`src/rtl/saturn_jump_unit_if.sv`:
```
// Decoder/nibble-bus side of the Saturn jump unit: decoded jump fields in,
// PC-load request out.
interface saturn_jump_unit_if #(
    parameter int ADDR_W = 20
);
    logic [3:0]        i_phases;
    logic              i_bus_busy;
    logic [3:0]        i_nibble;
    logic [3:0]        i_instr_type;
    logic              i_instr_execute;
    logic [2:0]        i_jump_length;
    logic              i_jump_relative;
    logic [ADDR_W-1:0] i_instr_pc;
    logic              o_jump_busy;
    logic              o_pc_load;
    logic [ADDR_W-1:0] o_new_pc;
    logic              o_jump_error;

    modport master (
        output i_phases, i_bus_busy, i_nibble, i_instr_type, i_instr_execute,
               i_jump_length, i_jump_relative, i_instr_pc,
        input  o_jump_busy, o_pc_load, o_new_pc, o_jump_error
    );

    modport slave (
        input  i_phases, i_bus_busy, i_nibble, i_instr_type, i_instr_execute,
               i_jump_length, i_jump_relative, i_instr_pc,
        output o_jump_busy, o_pc_load, o_new_pc, o_jump_error
    );
endinterface

```
`src/rtl/saturn_jump_unit.sv`:
```
// Saturn GOTO/GOVLNG jump unit: gathers LSB-first offset nibbles and issues a
// single PC-load request with the computed target address.
module saturn_jump_unit #(
    parameter logic [3:0] INSTR_TYPE_JUMP = 4'd2,
    parameter int         ADDR_W          = 20
) (
    input  logic               i_clk,
    input  logic               i_reset,
    input  logic               i_clk_en,
    saturn_jump_unit_if.slave  bus
);
    localparam int ACC_W = 20;

    typedef enum logic [1:0] {
        S_IDLE,
        S_COLLECT,
        S_COMPUTE
    } state_t;

    state_t              r_state;
    state_t              w_state_next;
    logic [ACC_W-1:0]    r_acc;
    logic [2:0]          r_cnt;
    logic [2:0]          r_len;
    logic                r_rel;
    logic [ADDR_W-1:0]   r_pc;
    logic                r_busy;
    logic                r_pc_load;
    logic [ADDR_W-1:0]   r_new_pc;
    logic                r_error;

    logic                w_qual;
    logic                w_enter;
    logic                w_set_err;
    logic                w_capture;
    logic                w_compute;
    logic                w_unused_phases;

    // Offset occupies nibbles 0..len; shift its top bit up to bit 19 and back.
    function automatic logic [ADDR_W-1:0] sext_offset(input logic [ACC_W-1:0] acc,
                                                      input logic [2:0] len);
        logic [4:0]              sh;
        logic signed [ACC_W-1:0] t;
        sh = 5'd16 - {len, 2'b00};
        t  = $signed(acc << sh) >>> sh;
        return ADDR_W'(t);
    endfunction

    assign w_qual          = i_clk_en && !bus.i_bus_busy;
    assign w_unused_phases = ^bus.i_phases[1:0];

    always_ff @(posedge i_clk) begin
        if (i_reset) r_state <= S_IDLE;
        else         r_state <= w_state_next;
    end

    always_comb begin
        w_state_next = r_state;
        w_enter      = 1'b0;
        w_set_err    = 1'b0;
        w_capture    = 1'b0;
        w_compute    = 1'b0;
        if (w_qual) begin
            case (r_state)
                S_IDLE: begin
                    if (bus.i_phases[2] && bus.i_instr_execute &&
                        bus.i_instr_type == INSTR_TYPE_JUMP) begin
                        if (bus.i_jump_length > 3'd4) begin
                            w_set_err = 1'b1;
                        end else begin
                            w_enter      = 1'b1;
                            w_state_next = S_COLLECT;
                        end
                    end
                end
                S_COLLECT: begin
                    if (bus.i_phases[2]) begin
                        w_capture = 1'b1;
                        if (r_cnt == r_len) w_state_next = S_COMPUTE;
                    end
                end
                S_COMPUTE: begin
                    if (bus.i_phases[3]) begin
                        w_compute    = 1'b1;
                        w_state_next = S_IDLE;
                    end
                end
                default: w_state_next = S_IDLE;
            endcase
        end
    end

    always_ff @(posedge i_clk) begin
        if (i_reset) begin
            r_acc     <= '0;
            r_cnt     <= '0;
            r_len     <= '0;
            r_rel     <= 1'b0;
            r_pc      <= '0;
            r_busy    <= 1'b0;
            r_pc_load <= 1'b0;
            r_new_pc  <= '0;
            r_error   <= 1'b0;
        end else begin
            // The load request is a strict one-clock pulse, qualified or not.
            r_pc_load <= 1'b0;
            if (w_set_err) r_error <= 1'b1;
            if (w_enter) begin
                r_len  <= bus.i_jump_length;
                r_rel  <= bus.i_jump_relative;
                r_pc   <= bus.i_instr_pc;
                r_acc  <= '0;
                r_cnt  <= '0;
                r_busy <= 1'b1;
            end
            if (w_capture) begin
                r_acc[{r_cnt, 2'b00} +: 4] <= bus.i_nibble;
                r_cnt                      <= r_cnt + 3'd1;
            end
            if (w_compute) begin
                if (r_rel) r_new_pc <= r_pc + ADDR_W'(1) + sext_offset(r_acc, r_len);
                else       r_new_pc <= ADDR_W'(r_acc);
                r_pc_load <= 1'b1;
                r_busy    <= 1'b0;
            end
        end
    end

    assign bus.o_jump_busy  = r_busy;
    assign bus.o_pc_load    = r_pc_load;
    assign bus.o_new_pc     = r_new_pc;
    assign bus.o_jump_error = r_error;
endmodule

```
`src/flat_wrapper.sv`:
```
// flat-port wrapper written by rule: the top's interface ports become plain ports
module saturn_jump_unit_flat 
#(
    parameter logic [3:0] INSTR_TYPE_JUMP = 4'd2,
    parameter int         ADDR_W          = 20
)
  (i_clk, i_reset, i_clk_en, bus_i_phases, bus_i_bus_busy, bus_i_nibble, bus_i_instr_type, bus_i_instr_execute, bus_i_jump_length, bus_i_jump_relative, bus_i_instr_pc, bus_o_jump_busy, bus_o_pc_load, bus_o_new_pc, bus_o_jump_error);
  saturn_jump_unit_if #(.ADDR_W(ADDR_W)) bus_i ();
  input  logic i_clk;
  input  logic i_reset;
  input  logic i_clk_en;
  input wire logic [$bits(bus_i.i_phases)-1:0] bus_i_phases;
  input wire logic [$bits(bus_i.i_bus_busy)-1:0] bus_i_bus_busy;
  input wire logic [$bits(bus_i.i_nibble)-1:0] bus_i_nibble;
  input wire logic [$bits(bus_i.i_instr_type)-1:0] bus_i_instr_type;
  input wire logic [$bits(bus_i.i_instr_execute)-1:0] bus_i_instr_execute;
  input wire logic [$bits(bus_i.i_jump_length)-1:0] bus_i_jump_length;
  input wire logic [$bits(bus_i.i_jump_relative)-1:0] bus_i_jump_relative;
  input wire logic [$bits(bus_i.i_instr_pc)-1:0] bus_i_instr_pc;
  output wire logic [$bits(bus_i.o_jump_busy)-1:0] bus_o_jump_busy;
  output wire logic [$bits(bus_i.o_pc_load)-1:0] bus_o_pc_load;
  output wire logic [$bits(bus_i.o_new_pc)-1:0] bus_o_new_pc;
  output wire logic [$bits(bus_i.o_jump_error)-1:0] bus_o_jump_error;
  assign bus_i.i_phases = bus_i_phases;
  assign bus_i.i_bus_busy = bus_i_bus_busy;
  assign bus_i.i_nibble = bus_i_nibble;
  assign bus_i.i_instr_type = bus_i_instr_type;
  assign bus_i.i_instr_execute = bus_i_instr_execute;
  assign bus_i.i_jump_length = bus_i_jump_length;
  assign bus_i.i_jump_relative = bus_i_jump_relative;
  assign bus_i.i_instr_pc = bus_i_instr_pc;
  assign bus_o_jump_busy = bus_i.o_jump_busy;
  assign bus_o_pc_load = bus_i.o_pc_load;
  assign bus_o_new_pc = bus_i.o_new_pc;
  assign bus_o_jump_error = bus_i.o_jump_error;
  saturn_jump_unit #(.INSTR_TYPE_JUMP(INSTR_TYPE_JUMP), .ADDR_W(ADDR_W)) u_core (.i_clk(i_clk), .i_reset(i_reset), .i_clk_en(i_clk_en), .bus(bus_i));
endmodule
```
`config.mk`:
```
export PLATFORM = sky130hd
export DESIGN_NAME = saturn_jump_unit_flat
export DESIGN_NICKNAME = d
export VERILOG_FILES = /design/src/rtl/saturn_jump_unit_if.sv /design/src/rtl/saturn_jump_unit.sv /design/src/flat_wrapper.sv
export SDC_FILE = /design/constraint.sdc
export NUM_CORES = 1
export LEC_CHECK = 0
export ABC_CLOCK_PERIOD_IN_PS = 5600
export BUFFER_PORTS_ARGS = -buffer_cell sky130_fd_sc_hd__buf_2
export CORE_MARGIN = 5
export CORE_UTILIZATION = 62
export CTS_BUF_LIST = sky130_fd_sc_hd__clkbuf_16
export DETAILED_ROUTE_END_ITERATION = 8
export GPL_TIMING_DRIVEN = 1
export HOLD_SLACK_MARGIN = 0.02
export PLACE_DENSITY_LB_ADDON = 0.08
export RECOVER_POWER = 100
export SETUP_SLACK_MARGIN = 0.4
export SYNTH_ARGS = -nofsm -noshare
export SYNTH_HDL_FRONTEND = slang
export SYNTH_SLANG_ARGS = --single-unit
```
`constraint.sdc`:
```
create_clock -name i_clk -period 5.6 [get_ports i_clk]
set_clock_uncertainty 0.15 [all_clocks]
set_input_delay 0.84 -clock i_clk [delete_from_list [all_inputs] [get_ports i_clk]]
set_output_delay 0.84 -clock i_clk [all_outputs]
set_load 0.02 [all_outputs]
```
# [Yosys cells after proc, flatten, opt, wreduce, memory -nomap -nowiden]
# Cells that the tools add are included.
[classes] shifts=4 reduce_logical=8 mux=28 n_eq_ne=9 n_addsub=5 magnitude_cmp=1
[ops] op="$mux W20" n=4
[ops] op="$add A20 B1 Y20 const B" n=1
[ops] op="$add A20 B20 Y20" n=1
[ops] op="$bwmux W20" n=1
[ops] op="$shift A4 B7 Y20 const A" n=1
[ops] op="$shiftx A4 B7 Y20" n=1
[ops] op="$shl A20 B5 Y20" n=1
[ops] op="$sshr A20 B5 Y20" n=1
[ops] op="$mux W1" n=15
[ops] op="$mux W2" n=5
[ops] op="$neg A5 Y7" n=1
[ops] op="$mux W3" n=2
[ops] op="$ne A2 B2 Y1 const B" n=3
[ops] op="$pmux W2 S3" n=1
[ops] op="$reduce_and A6 Y1" n=1
[ops] op="$sub A5 B5 Y5 const A" n=1
[ops] op="$eq A4 B2 Y1 const B" n=1
[ops] op="$ne A2 B1 Y1 const B" n=2
[ops] op="$add A3 B1 Y3 const B" n=1
[ops] op="$eq A3 B3 Y1" n=1
[ops] op="$gt A3 B3 Y1 const B" n=1
[ops] op="$logic_and A1 B1 Y1" n=3
[ops] op="$eq A2 B1 Y1 const B" n=1
[ops] op="$eq A2 B2 Y1 const B" n=1
[ops] op="other kinds (4)" n=4
[word_totals] output_inout_bits=23 ff_bits=72 input_bits=41 word_cells=65

# [Longest topological paths before layout]
[logic_depth] word_depth=9 depth_mapped=17 mapped_depth_nobuf=15

# [Worst setup path before layout]
# OpenSTA, ideal clock, no wires.
[synth_path] path_type="flip-flop to flip-flop" start="reg u_core.r_len[0]" end="reg u_core.r_new_pc[18] (netlist: u_core.bus.o_new_pc[18])" path_buffers=2 path_stages_with_launch=18 required_time_ns=5.338 setup_ns=0.112 period_less_slack_ns=3.747 t_arrival_ns=3.485 setup_slack_ns=1.853 path_cell_list="dfxtp_1 -> inv_1 -> ha_1 -> buf_2 -> inv_1 -> nand4_1 -> nand2_1 -> nor2_1 -> a21oi_1 -> ha_1 -> buf_2 -> a21oi_1 -> o21ai_0 -> or4_1 -> a32oi_1 -> o21ai_2 -> xnor2_1 -> a2111oi_1"
[synth_between] elab_chain_len=5
[synth_rtl] item="start: declaration" line="saturn_jump_unit.sv:24" source="logic [2:0] r_len;"
[synth_rtl] item="start signal: assignment" line="saturn_jump_unit.sv:109" source="r_len <= bus.i_jump_length;"
[synth_rtl] item="$sub A5 B5 Y5 *" line="saturn_jump_unit.sv:44" source="sh = 5'd16 - {len, 2'b00};"
[synth_rtl] item="$shl A20 B5 Y20" line="saturn_jump_unit.sv:45" source="t = $signed(acc << sh) >>> sh;"
[synth_rtl] item="$sshr A20 B5 Y20 *" line="saturn_jump_unit.sv:45"
[synth_rtl] item="$add A20 B20 Y20 *" line="saturn_jump_unit.sv:121" source="if (r_rel) r_new_pc <= r_pc + ADDR_W'(1) + sext_offset(r_acc, r_len);"
[synth_rtl] item="$mux W20 *" line="saturn_jump_unit.sv:121"
[synth_rtl] item="end signal: assignment" line="saturn_jump_unit.sv:121"
[synth_rtl] item="end signal: assignment" line="saturn_jump_unit.sv:122" source="else r_new_pc <= ADDR_W'(r_acc);"
[synth_rtl] item="end: declaration" line="saturn_jump_unit.sv:29" source="logic [ADDR_W-1:0] r_new_pc;"
# Every way passes the cells marked *; elsewhere a longest branch is shown, timed or not.
# A chain may end at the register's enable or synchronous reset.

# [Worst setup path in the final report]
# Same ends and word-level chain as after synthesis.

==> flow_summary_export.csv <==
group,metric,value,unit
outcome,status,"finished with violations",
outcome,violations,"capacitance limit, slew limit",
final_layout,mostFrequentLayoutCell,"nand2_1",
worst_setup_path,end_kind,"flop",
cts,clock_sinks,72,
job,drv_cap,1,
global_routing,grt_pass1_wl,18.35,mm
worst_setup_path,arrival,4950,ps
worst_setup_path,cp_max_fo,13,
worst_setup_path,r2r_slack,690,ps
die,die_w,93.71,um
final_layout,area_delta_synth_final,12.30,%
timing,relSlewSlack,-105.0,%
cts,clk_pin_slew,60,ps
synth,avgSynthCellArea,7.581,sq um
timing,setup_viol,0,
worst_setup_path,cp_num_cells,15,
placed_design,post-place-cells,702,
min_path,hold_class,"reg2reg",
final_layout,fin_cells,718,
placed_design,port-buffer-count,61,
drt,viasPerCell,5.946,
drt,drtPass1Iterations,5,
cts,postCtsSetupBuffers,0,
global_routing,grt_max_degree,74,
final_layout,antennaDiodeCount,0,
synth,synth-warning-count,0,
die,io-pin-count,64,
power_and_ir_drop,powerDensity,217.6,mW/mm^2
worst_setup_path,critical_path_class,"reg2reg",
die,num_rows,30,
synth,ys_async_sr_fraction,0,%
global_routing,grt_usage,26.17,%
cts,clock_latency,330,ps
global_routing,antenna_found_initial,0,
synth,syn_nets,638,
die,core_area,0.006794,sq mm
global_routing,grt_pass1_vias,3936,
min_path,min_path_cells,2,
min_path,hold_path_startpoint,"u_core.r_pc[0]",
drt,first_iter_violations,321,
worst_setup_path,crit_family,"simple AND/OR/NAND/NOR gates",
worst_setup_path,crit_start,"u_core.r_len[0]",
placed_design,dpl.hpwl,8.047,mm
cts,cts_root_buf,"clkbuf_16",
power_and_ir_drop,irDropWorstVdd,0.1422,mV
synth,synth_ff_type,"dfxtp_1",
global_routing,overflow,0,
worst_setup_path,cp_num_buf_inv,2,
worst_setup_path,rr_endpoint,"u_core.bus.o_new_pc[18]",
worst_setup_path,critPathSlowestCell,"dfxtp_1",
die,start_util,63.94,%
cts,clk_path_buf_depth,2,
worst_setup_path,r2r_start,"u_core.r_len[0]",
synth,synth_top_area_cell,"dfxtp_1",
timing,period_needed,4911,ps
min_path,hold_end,"u_core.r_pc[0]",
placed_design,gp_congestion,0.9456,
worst_setup_path,rr_worst_depth,15,
worst_setup_path,slowest_delay,610,ps
synth,ys_seq_area_share,33.18,%
timing,final_max_slew_viol_count,74,
synth,synth_edf_count,0,
timing,fin_crit_sh,87.70,%
cts,cts_max_level,3,
timing,setup-tns-final,0,ps
final_layout,layout_common_cells,"nand2_1 (103), a21oi_1 (79), dfxtp_1 (72)",
drt,routed_wl,11.22,mm
synth,synth_seq_cells,72,
synth,ys_top_cells_by_area,"dfxtp_1 (33%), a21oi_1 (9.0%), nand2_1 (8.9%)",
worst_setup_path,crit_required,5640,ps
final_layout,nets,682,
power_and_ir_drop,power.total,1061,uW
drt,wl_per_cell,15.63,um
synth,yosysTopAreaCellShare,33.18,%
drt,ant_nets,0,
cts,cts_buffers,9,
worst_setup_path,path_cells,"inv_1 -> ha_1 -> inv_1 -> nand4_1 -> nand2_1 -> nor2_1 -> a21oi_1 -> ha_1 -> a21oi_1 -> o21ai_0 -> or4_1 -> a32oi_1 -> o21ai_2 -> xnor2_1 -> a2111oi_0",
worst_setup_path,cp-start-kind,"flop",
timing,worstMarginPinSlew,3075,ps
synth,ys_types,57,
synth,netlist_area,0.004344,sq mm
timing,fmax,203.6,MHz
die,fp.dieH,93.71,um
die,die_area,0.008781,sq mm
synth,synth_cells,573,
cts,cts_tree,"done",
final_layout,drive_gt1_share,10.13,%
drt,post-route-drc-count,0,
drt,vias,4269,
timing,rsz0062_at_grt,"false",
power_and_ir_drop,leakagePower,0.001835,uW
timing,finalHoldViolations,0,
layout make-up:
type / instances / area, sq um
sequential: 72 / 1441
multi-input combinational: 453 / 2685
fill: 604 / 1916
clock buffer: 9 / 225.2
inverter: 15 / 56.30
tap: 96 / 120.1
timing repair buffer: 66 / 310.3
clock inverter: 7 / 40.04
worst max-delay path by stage:
stage | end | slack (ps)
global placement | u_core.bus.o_new_pc[18] | 1120
finish | u_core.bus.o_new_pc[18] | 690
CTS | u_core.bus.o_new_pc[18] | 870
floorplan | u_core.bus.o_new_pc[18] | 1850
global route | u_core.bus.o_new_pc[18] | 310
detailed placement | u_core.bus.o_new_pc[18] | 910
power breakdown:
group          total (uW)  internal, uW  switching, uW
Sequential            513           513          0.383
Clock                 516           295            221
Combinational        32.1          13.1           19.0
Total                1060           821            240
cells by family after synthesis:
group | share of synthesized area [%]
AND/OR/NAND/NOR | 26.21
AO/OA/AOI/OAI | 22.12
flip-flops | 33.18
buffers and inverters | 4.666
adder cells (fa/ha/maj) | 7.085
XOR/XNOR | 4.436
multiplexers | 2.304
Yosys cell counts (5+ instances only):
cell type / n
nand2_1: 103
a31oi_1: 6
ha_1: 23
mux2i_1: 10
clkbuf_1: 15
and3_1: 9
o211ai_1: 5
nor2_1: 44
xnor2_1: 14
o21ai_0: 12
o21a_1: 5
nand2b_1: 6
a211oi_1: 13
dfxtp_1: 72
xor2_1: 8
a21o_1: 6
a21oi_1: 78
inv_1: 15
buf_2: 15
nand3_1: 31
nor3b_1: 6
nand4_1: 8
nor2b_1: 5
o22ai_1: 5
nor3_1: 11
through the flow:
step                area (sq um)  hold WS, ps  worst slack [ps]  utilization [%]
finish                      4878        301.5             688.9            71.80
CTS                         4927        302.1             865.7            72.52
detailed placement          4662        295.0             914.0            68.62
global placement            4662        289.5              1118            68.62
floorplan                   4344        281.9              1853                -
global route                4878        325.4             314.1            71.80
state kept, by name, summed over array words and instances, names as in the netlist:
signal                   count
u_core.r_len                 3
u_core.bus.o_new_pc         20
u_core.r_cnt                 3
u_core.r_rel                 1
u_core.bus.o_jump_error      1
u_core.bus.o_pc_load         1
u_core.bus.o_jump_busy       1
u_core.r_state               2
u_core.r_pc                 20
u_core.r_acc                20
layer usage:
| metal | global-route usage (%) | up-vias | routed length, um | part of all wire (%) |
|---|---|---|---|---|
| met4 | 9.988 | 0 | 220 | 2.0 |
| met1 | 33.47 | 1945 | 4855 | 43 |
| met3 | 5.529 | 28 | 787 | 7.0 |
| met2 | 43.11 | 172 | 5360 | 48 |
| li1 | - | 2124 | - | - |
| met5 | 0 | - | 0 | 0 |
worst register-to-register path: stages, from the launching register on:
cell and delay, ps:
dfxtp_1 610, inv_1 240, ha_1 530, inv_1 210, nand4_1 270, nand2_1 120, nor2_1 360, a21oi_1 100
ha_1 410, a21oi_1 160, o21ai_0 150, or4_1 510, a32oi_1 340, o21ai_2 100, xnor2_1 140, a2111oi_0 360
timing repair:
item	4_1_cts	5_1_grt
setup endpoints to repair	0	1
hold buffers	0	0
gates resized for setup	0	1
Power figures use the tool's default switching activity.
